--- src/rtl/pe_mac_tile.sv ---
// Per-lane multiply-accumulate tile with command/result handshakes and reduction mode.
// Optional clamping accumulation is enabled by defining PE_SAT_EN.
module pe_mac_tile #(
  parameter int DATA_W  = 16,
  parameter int LANES   = 4,
  parameter int RES_W   = 32,
  parameter int SHARE_N = 4,
  parameter int LEN_W   = 8
) (
  input  logic                               clk,
  input  logic                               rst,
  input  logic                               cmd_valid,
  output logic                               cmd_ready,
  input  logic [1:0]                         cmd_mode,
  input  logic [LEN_W-1:0]                   cmd_len,
  input  logic [((LANES > 1) ? $clog2(LANES) : 1)-1:0]     cmd_psel,
  input  logic                               in_valid,
  output logic                               in_ready,
  input  logic [((SHARE_N > 1) ? $clog2(SHARE_N) : 1)-1:0] in_mux,
  input  logic                               in_mask,
  input  logic [SHARE_N*LANES*DATA_W-1:0]    share_data_in,
  input  logic [LANES*DATA_W-1:0]            param_in,
  output logic                               res_valid,
  input  logic                               res_ready,
  output logic [LANES*RES_W-1:0]             res_data,
  output logic                               busy,
  output logic                               err,
  output logic                               sat
);
  localparam int PSEL_W = (LANES > 1) ? $clog2(LANES) : 1;
  localparam int PROD_W = 2 * DATA_W;

  typedef enum logic [1:0] {S_IDLE, S_RUN, S_DRAIN, S_OUT} state_t;

  state_t state_reg, state_next;

  logic [1:0]           mode_reg;
  logic [LEN_W-1:0]     len_reg;
  logic [PSEL_W-1:0]    psel_reg;
  logic [LEN_W-1:0]     beat_cnt_reg;
  logic [1:0]           drain_cnt_reg;
  logic                 err_reg;
  logic                 v1_reg, v2_reg;
  logic [LANES*RES_W-1:0] res_data_reg;
  logic [LANES*RES_W-1:0] res_load;

  logic signed [RES_W-1:0] prod_ext [LANES];
  logic signed [RES_W-1:0] acc_view [LANES];
  logic signed [RES_W-1:0] red_sum;
  logic [LANES-1:0]        clamp;

  logic cmd_fire, beat_fire, res_fire, last_beat, drain_done;

  assign cmd_fire   = cmd_valid && (state_reg == S_IDLE);
  assign beat_fire  = in_valid && (state_reg == S_RUN);
  assign res_fire   = res_ready && (state_reg == S_OUT);
  assign last_beat  = beat_fire && (beat_cnt_reg == len_reg - LEN_W'(1));
  assign drain_done = (state_reg == S_DRAIN) && (drain_cnt_reg == 2'd2);

  assign cmd_ready = (state_reg == S_IDLE);
  assign in_ready  = (state_reg == S_RUN);
  assign res_valid = (state_reg == S_OUT);
  assign busy      = (state_reg != S_IDLE);
  assign err       = err_reg;
  assign res_data  = res_data_reg;

  always_ff @(posedge clk or negedge rst) begin
    if (!rst) state_reg <= S_IDLE;
    else      state_reg <= state_next;
  end

  // DRAIN spans the product and accumulate stages plus the result register load.
  always_comb begin
    state_next = state_reg;
    case (state_reg)
      S_IDLE:  if (cmd_fire) state_next = (cmd_len == '0) ? S_OUT : S_RUN;
      S_RUN:   if (last_beat) state_next = S_DRAIN;
      S_DRAIN: if (drain_done) state_next = S_OUT;
      S_OUT:   if (res_ready) state_next = S_IDLE;
      default: state_next = S_IDLE;
    endcase
  end

  always_ff @(posedge clk or negedge rst) begin
    if (!rst) begin
      mode_reg      <= '0;
      len_reg       <= '0;
      psel_reg      <= '0;
      beat_cnt_reg  <= '0;
      drain_cnt_reg <= '0;
      err_reg       <= 1'b0;
      v1_reg        <= 1'b0;
      v2_reg        <= 1'b0;
      res_data_reg  <= '0;
    end else begin
      v1_reg <= beat_fire;
      v2_reg <= v1_reg;
      if (cmd_fire) begin
        mode_reg     <= cmd_mode;
        len_reg      <= cmd_len;
        psel_reg     <= cmd_psel;
        err_reg      <= (cmd_mode == 2'b11);
        beat_cnt_reg <= '0;
      end else if (beat_fire) begin
        beat_cnt_reg <= beat_cnt_reg + LEN_W'(1);
      end
      drain_cnt_reg <= (state_reg == S_DRAIN) ? drain_cnt_reg + 2'd1 : 2'd0;
      if (cmd_fire || res_fire) res_data_reg <= '0;
      else if (drain_done)      res_data_reg <= res_load;
    end
  end

  // Reduction sum is deliberately formed at RES_W and may wrap before accumulation.
  always_comb begin
    red_sum = '0;
    for (int i = 0; i < LANES; i++) red_sum = red_sum + prod_ext[i];
  end

`ifdef PE_SAT_EN
  function automatic logic [RES_W:0] sat_add(input logic [RES_W-1:0] x, input logic [RES_W-1:0] y);
    logic [RES_W:0] s;
    s = {x[RES_W-1], x} + {y[RES_W-1], y};
    if (s[RES_W] != s[RES_W-1])
      return s[RES_W] ? {2'b11, {(RES_W-1){1'b0}}} : {2'b10, {(RES_W-1){1'b1}}};
    return {1'b0, s[RES_W-1:0]};
  endfunction

  logic sat_reg;
  always_ff @(posedge clk or negedge rst) begin
    if (!rst)                 sat_reg <= 1'b0;
    else if (cmd_fire)        sat_reg <= 1'b0;
    else if (v2_reg && |clamp) sat_reg <= 1'b1;
  end
  assign sat = sat_reg;
`else
  assign sat = 1'b0;
`endif

  genvar gi;
  generate
    for (gi = 0; gi < LANES; gi++) begin : g_lane
      logic signed [DATA_W-1:0] a_sel, p_sel, a_reg, p_reg;
      logic signed [PROD_W-1:0] prod_reg;
      logic signed [RES_W-1:0]  addend, acc_next, acc_reg;

      always_comb begin
        a_sel = '0;
        if (in_mask && (int'(in_mux) < SHARE_N))
          a_sel = share_data_in[(int'(in_mux) * LANES + gi) * DATA_W +: DATA_W];
        p_sel = (mode_reg == 2'b01) ? param_in[int'(psel_reg) * DATA_W +: DATA_W]
                                    : param_in[gi * DATA_W +: DATA_W];
      end

      always_ff @(posedge clk or negedge rst) begin
        if (!rst) begin
          a_reg    <= '0;
          p_reg    <= '0;
          prod_reg <= '0;
        end else begin
          if (beat_fire) begin
            a_reg <= a_sel;
            p_reg <= p_sel;
          end
          if (v1_reg) prod_reg <= PROD_W'(a_reg) * PROD_W'(p_reg);
        end
      end

      assign prod_ext[gi] = RES_W'(prod_reg);
      assign addend = (mode_reg == 2'b10) ? ((gi == 0) ? red_sum : '0) : prod_ext[gi];

`ifdef PE_SAT_EN
      logic [RES_W:0] sum_sat;
      assign sum_sat   = sat_add(acc_reg, addend);
      assign acc_next  = sum_sat[RES_W-1:0];
      assign clamp[gi] = sum_sat[RES_W];
`else
      assign acc_next  = acc_reg + addend;
      assign clamp[gi] = 1'b0;
`endif

      always_ff @(posedge clk or negedge rst) begin
        if (!rst)          acc_reg <= '0;
        else if (cmd_fire) acc_reg <= '0;
        else if (v2_reg)   acc_reg <= acc_next;
      end

      assign acc_view[gi] = acc_reg;
      assign res_load[gi*RES_W +: RES_W] = (mode_reg == 2'b10) ? acc_view[0] : acc_reg;
    end
  endgenerate

endmodule
--- config.mk ---
export PLATFORM = sky130hd
export DESIGN_NAME = pe_mac_tile
export DESIGN_NICKNAME = d
export VERILOG_FILES = /design/src/rtl/pe_mac_tile.sv
export SDC_FILE = /design/constraint.sdc
export NUM_CORES = 2
export LEC_CHECK = 0
export CAP_MARGIN = 20
export CORE_MARGIN = 2
export CORE_UTILIZATION = 42
export CTS_CLUSTER_DIAMETER = 120
export DETAILED_ROUTE_END_ITERATION = 6
export DONT_BUFFER_PORTS = 1
export GPL_TIMING_DRIVEN = 0
export MAX_ROUTING_LAYER = met4
export PLACE_DENSITY = 0.66
export RECOVER_POWER = 100
export SLEW_MARGIN = 20
export SYNTH_ARGS = -nofsm -noshare
export SYNTH_HDL_FRONTEND = slang
export SYNTH_SLANG_ARGS = --single-unit
--- constraint.sdc ---
create_clock -name clk -period 19.9 [get_ports clk]
set_input_delay 0.995 -clock clk [delete_from_list [all_inputs] [get_ports clk]]
set_output_delay 0.995 -clock clk [all_outputs]
set_load 0.01 [all_outputs]
==> flow_summary.ini <==
[routing]
wl_um = 252000
drt_iter0_markers = 4636
firstDrtPassIters = 5
vias_per_cell = 5.55
route.detailed.drc = 0
wl_per_cell_um = 25.0
postRouteAntennaNets = 0
vias = 55900

[global_route]
grt_first_pass_wirelength_um = 371000
antenna_found_initial = 26
track_usage = 0.298
use_met2 = 0.458
grt_use_met1 = 0.380
grt_max_degree = 434
gr-total-overflow = 0
grt_pass1_vias = 57300
met3_usage = 0.0600
grt_most_used_layer = met2

[yosys]
synth_edf_count = 0
syn_avg_cell_area_sq_um = 9.32
synthFlopType = dfrtp_1
syn-cell-area_sq_um = 71400
synth_seq_area_share = 0.189
syn_inst = 7662
synthArstFlopShare = 1.00
netlist-cell-type-count = 87
ys_warn_count = 0
syn_nets = 9608
synth_seq_cells = 539

[critical_path]
crit_type = in2async
slowest_stage = clkbuf_1
crit_chain = clkbuf_1
r2r_slack_ns = 11.84
required_ns = 18.44
slowest_delay_ns = 6.13
crit_family = buffers and inverters
rr_worst_depth = 22
cp-end-kind = asynchronous set/reset pin
rr_endpoint = g_lane[2].prod_reg[31]
startpoint_type = primary input
timing.rr.start = g_lane[2].a_reg[11]
path_max_fanout = 157
cp_num_buf_inv = 1
cp.arrival_ns = 7.35

[timing]
rsz0062_at_grt = no
finalSetupViolations = 0
fin_skew_ns = 0.0760
fin_crit_sh = 0.443
worst_pin_slew_ns = 8.92
maxSlewHeadroom = -4.94
final.setup.tns_ns = 0
hold_viol_final = 0
fmax_mhz = 114
maxSlewViolCount = 363
final.min_clock_period_ns = 8.81

[floorplan]
initial_core_util = 0.422
dieArea_sq_um = 173000
rows = 151
core_sq_um = 169000
die_h_um = 416
io_pins = 474
die_w_um = 416

[job]
drv_cap = 6

[placement]
port_buffers = 0
placed_cell_area_sq_um = 74300
place_hpwl_um = 208000
gp_congestion = 1.02

[final_layout]
layout_common_cells = inv_1 (1345), fa_1 (1114), nand2_1 (910), dfrtp_1 (539), and2_1 (536)
fin_nets = 9700
final_area_sq_um = 76900
drive_above_1_share = 0.0316
multi_input_area_sq_um = 51600
fill_cells = 16300
seq_area_sq_um = 13500
final_common_cell = inv_1
syn2layout_area_growth_pct = 7.72

[clocking]
cts_setup_buffers = 0
clk_pin_slew_ns = 0.05
holdBufCountCts = 4
clk_latency_ns = 0.73
cts_root_buffer = clkbuf_16
cts_buffers = 72
cts.sinks = 539
cts_resized = 0
cts-htree-levels = 3
clock_path_buffers = 3
tritoncts = done

[status]
status = finished, violations left
violations = capacitance limit, slew limit

[hold_path]
holdPathEnd = len_reg[5]
min_path_type = in2reg
min-delay-start = cmd_len[5]
min_path_cells = 2
worst max path at each step:
| stage | start | end | slack (ns) | depth (start not counted) |
|---|---|---|---|---|
| after floorplan | g_lane[3].p_reg[7] | g_lane[3].prod_reg[31] | 13.46 | 26 |
| after global placement | g_lane[3].p_reg[7] | g_lane[3].prod_reg[31] | 12.03 | 26 |
| after detailed placement | g_lane[0].p_reg[7] | g_lane[0].prod_reg[30] | 12.04 | 25 |
| after CTS | g_lane[0].p_reg[7] | g_lane[0].prod_reg[30] | 12.00 | 25 |
| after global routing | rst | g_lane[3].prod_reg[18] | 9.61 | 1 |
| final | rst | g_lane[3].prod_reg[19] | 11.09 | 1 |
final cells by class:
class	instances	share of cell area
Multi-Input combinational cell	5443	0.670
Timing Repair Buffer	18	0.00218
Inverter	1348	0.0658
Clock buffer	93	0.0263
Sequential cell	539	0.175
Tap cell	2218	0.0361
Clock inverter	38	0.00641
Antenna cell	41	0.00133
Buffer	332	0.0163
routing by layer:
| metal | vias up | share of wire |
|---|---|---|
| li1 | 24600 | - |
| met4 | 0 | 0.057 |
| met2 | 2389 | 0.46 |
| met5 | - | 0 |
| met3 | 504 | 0.082 |
| met1 | 28400 | 0.41 |
Yosys cell counts, types with 15 or more instances:
| cell type | number | share of area |
|---|---|---|
| xor2_1 | 76 | 0.0093 |
| nor2b_1 | 19 | 0.0017 |
| o211ai_1 | 19 | 0.0020 |
| mux4_2 | 80 | 0.025 |
| nor2_1 | 397 | 0.021 |
| a31oi_1 | 92 | 0.0081 |
| clkbuf_1 | 292 | 0.015 |
| ha_1 | 492 | 0.086 |
| and2_1 | 551 | 0.048 |
| mux2_2 | 17 | 0.0027 |
| mux2i_1 | 75 | 0.011 |
| a211oi_1 | 34 | 0.0036 |
| xnor2_1 | 208 | 0.026 |
| nand2b_1 | 40 | 0.0035 |
| buf_1 | 39 | 0.0020 |
| o21a_1 | 25 | 0.0026 |
| o21bai_1 | 40 | 0.0042 |
| o31ai_1 | 18 | 0.0019 |
| o21ai_0 | 264 | 0.018 |
| a21oi_1 | 330 | 0.023 |
| nand3_1 | 53 | 0.0037 |
| a22o_1 | 96 | 0.012 |
| inv_1 | 1345 | 0.071 |
| a21o_1 | 151 | 0.016 |
| nand4_1 | 15 | 0.0013 |
| nand2_1 | 910 | 0.048 |
| o21ai_1 | 76 | 0.0053 |
| or3_1 | 18 | 0.0016 |
| fa_1 | 1114 | 0.31 |
| and3_1 | 31 | 0.0027 |
| nor3_1 | 37 | 0.0026 |
| dfrtp_1 | 539 | 0.19 |
logic make-up after synthesis:
family / share of synthesized area
AOI/OAI and AO/OA: 0.111
xor gates and xnor gates: 0.0351
adders and majority gates: 0.398
buffers and inverters: 0.0883
DFF: 0.189
muxes: 0.0386
other: 0.0000525
and+or+nand+nor: 0.139
stage by stage:
step,hold WS [ns],cells,utilization,setup slack (ns)
2_1_floorplan,0.352,7662,-,13.46
3_3_place_gp,0.413,9880,0.439,12.03
3_5_place_dp,0.419,9884,0.439,12.04
4_1_cts,0.00366,10000,0.455,12.00
5_1_grt,0.392,10100,0.455,9.61
6_report,0.392,10100,0.455,11.09
Power is left out: the tool's default activity adds up to more than one toggle a clock period on the data nets, which glitch-free logic cannot reach.
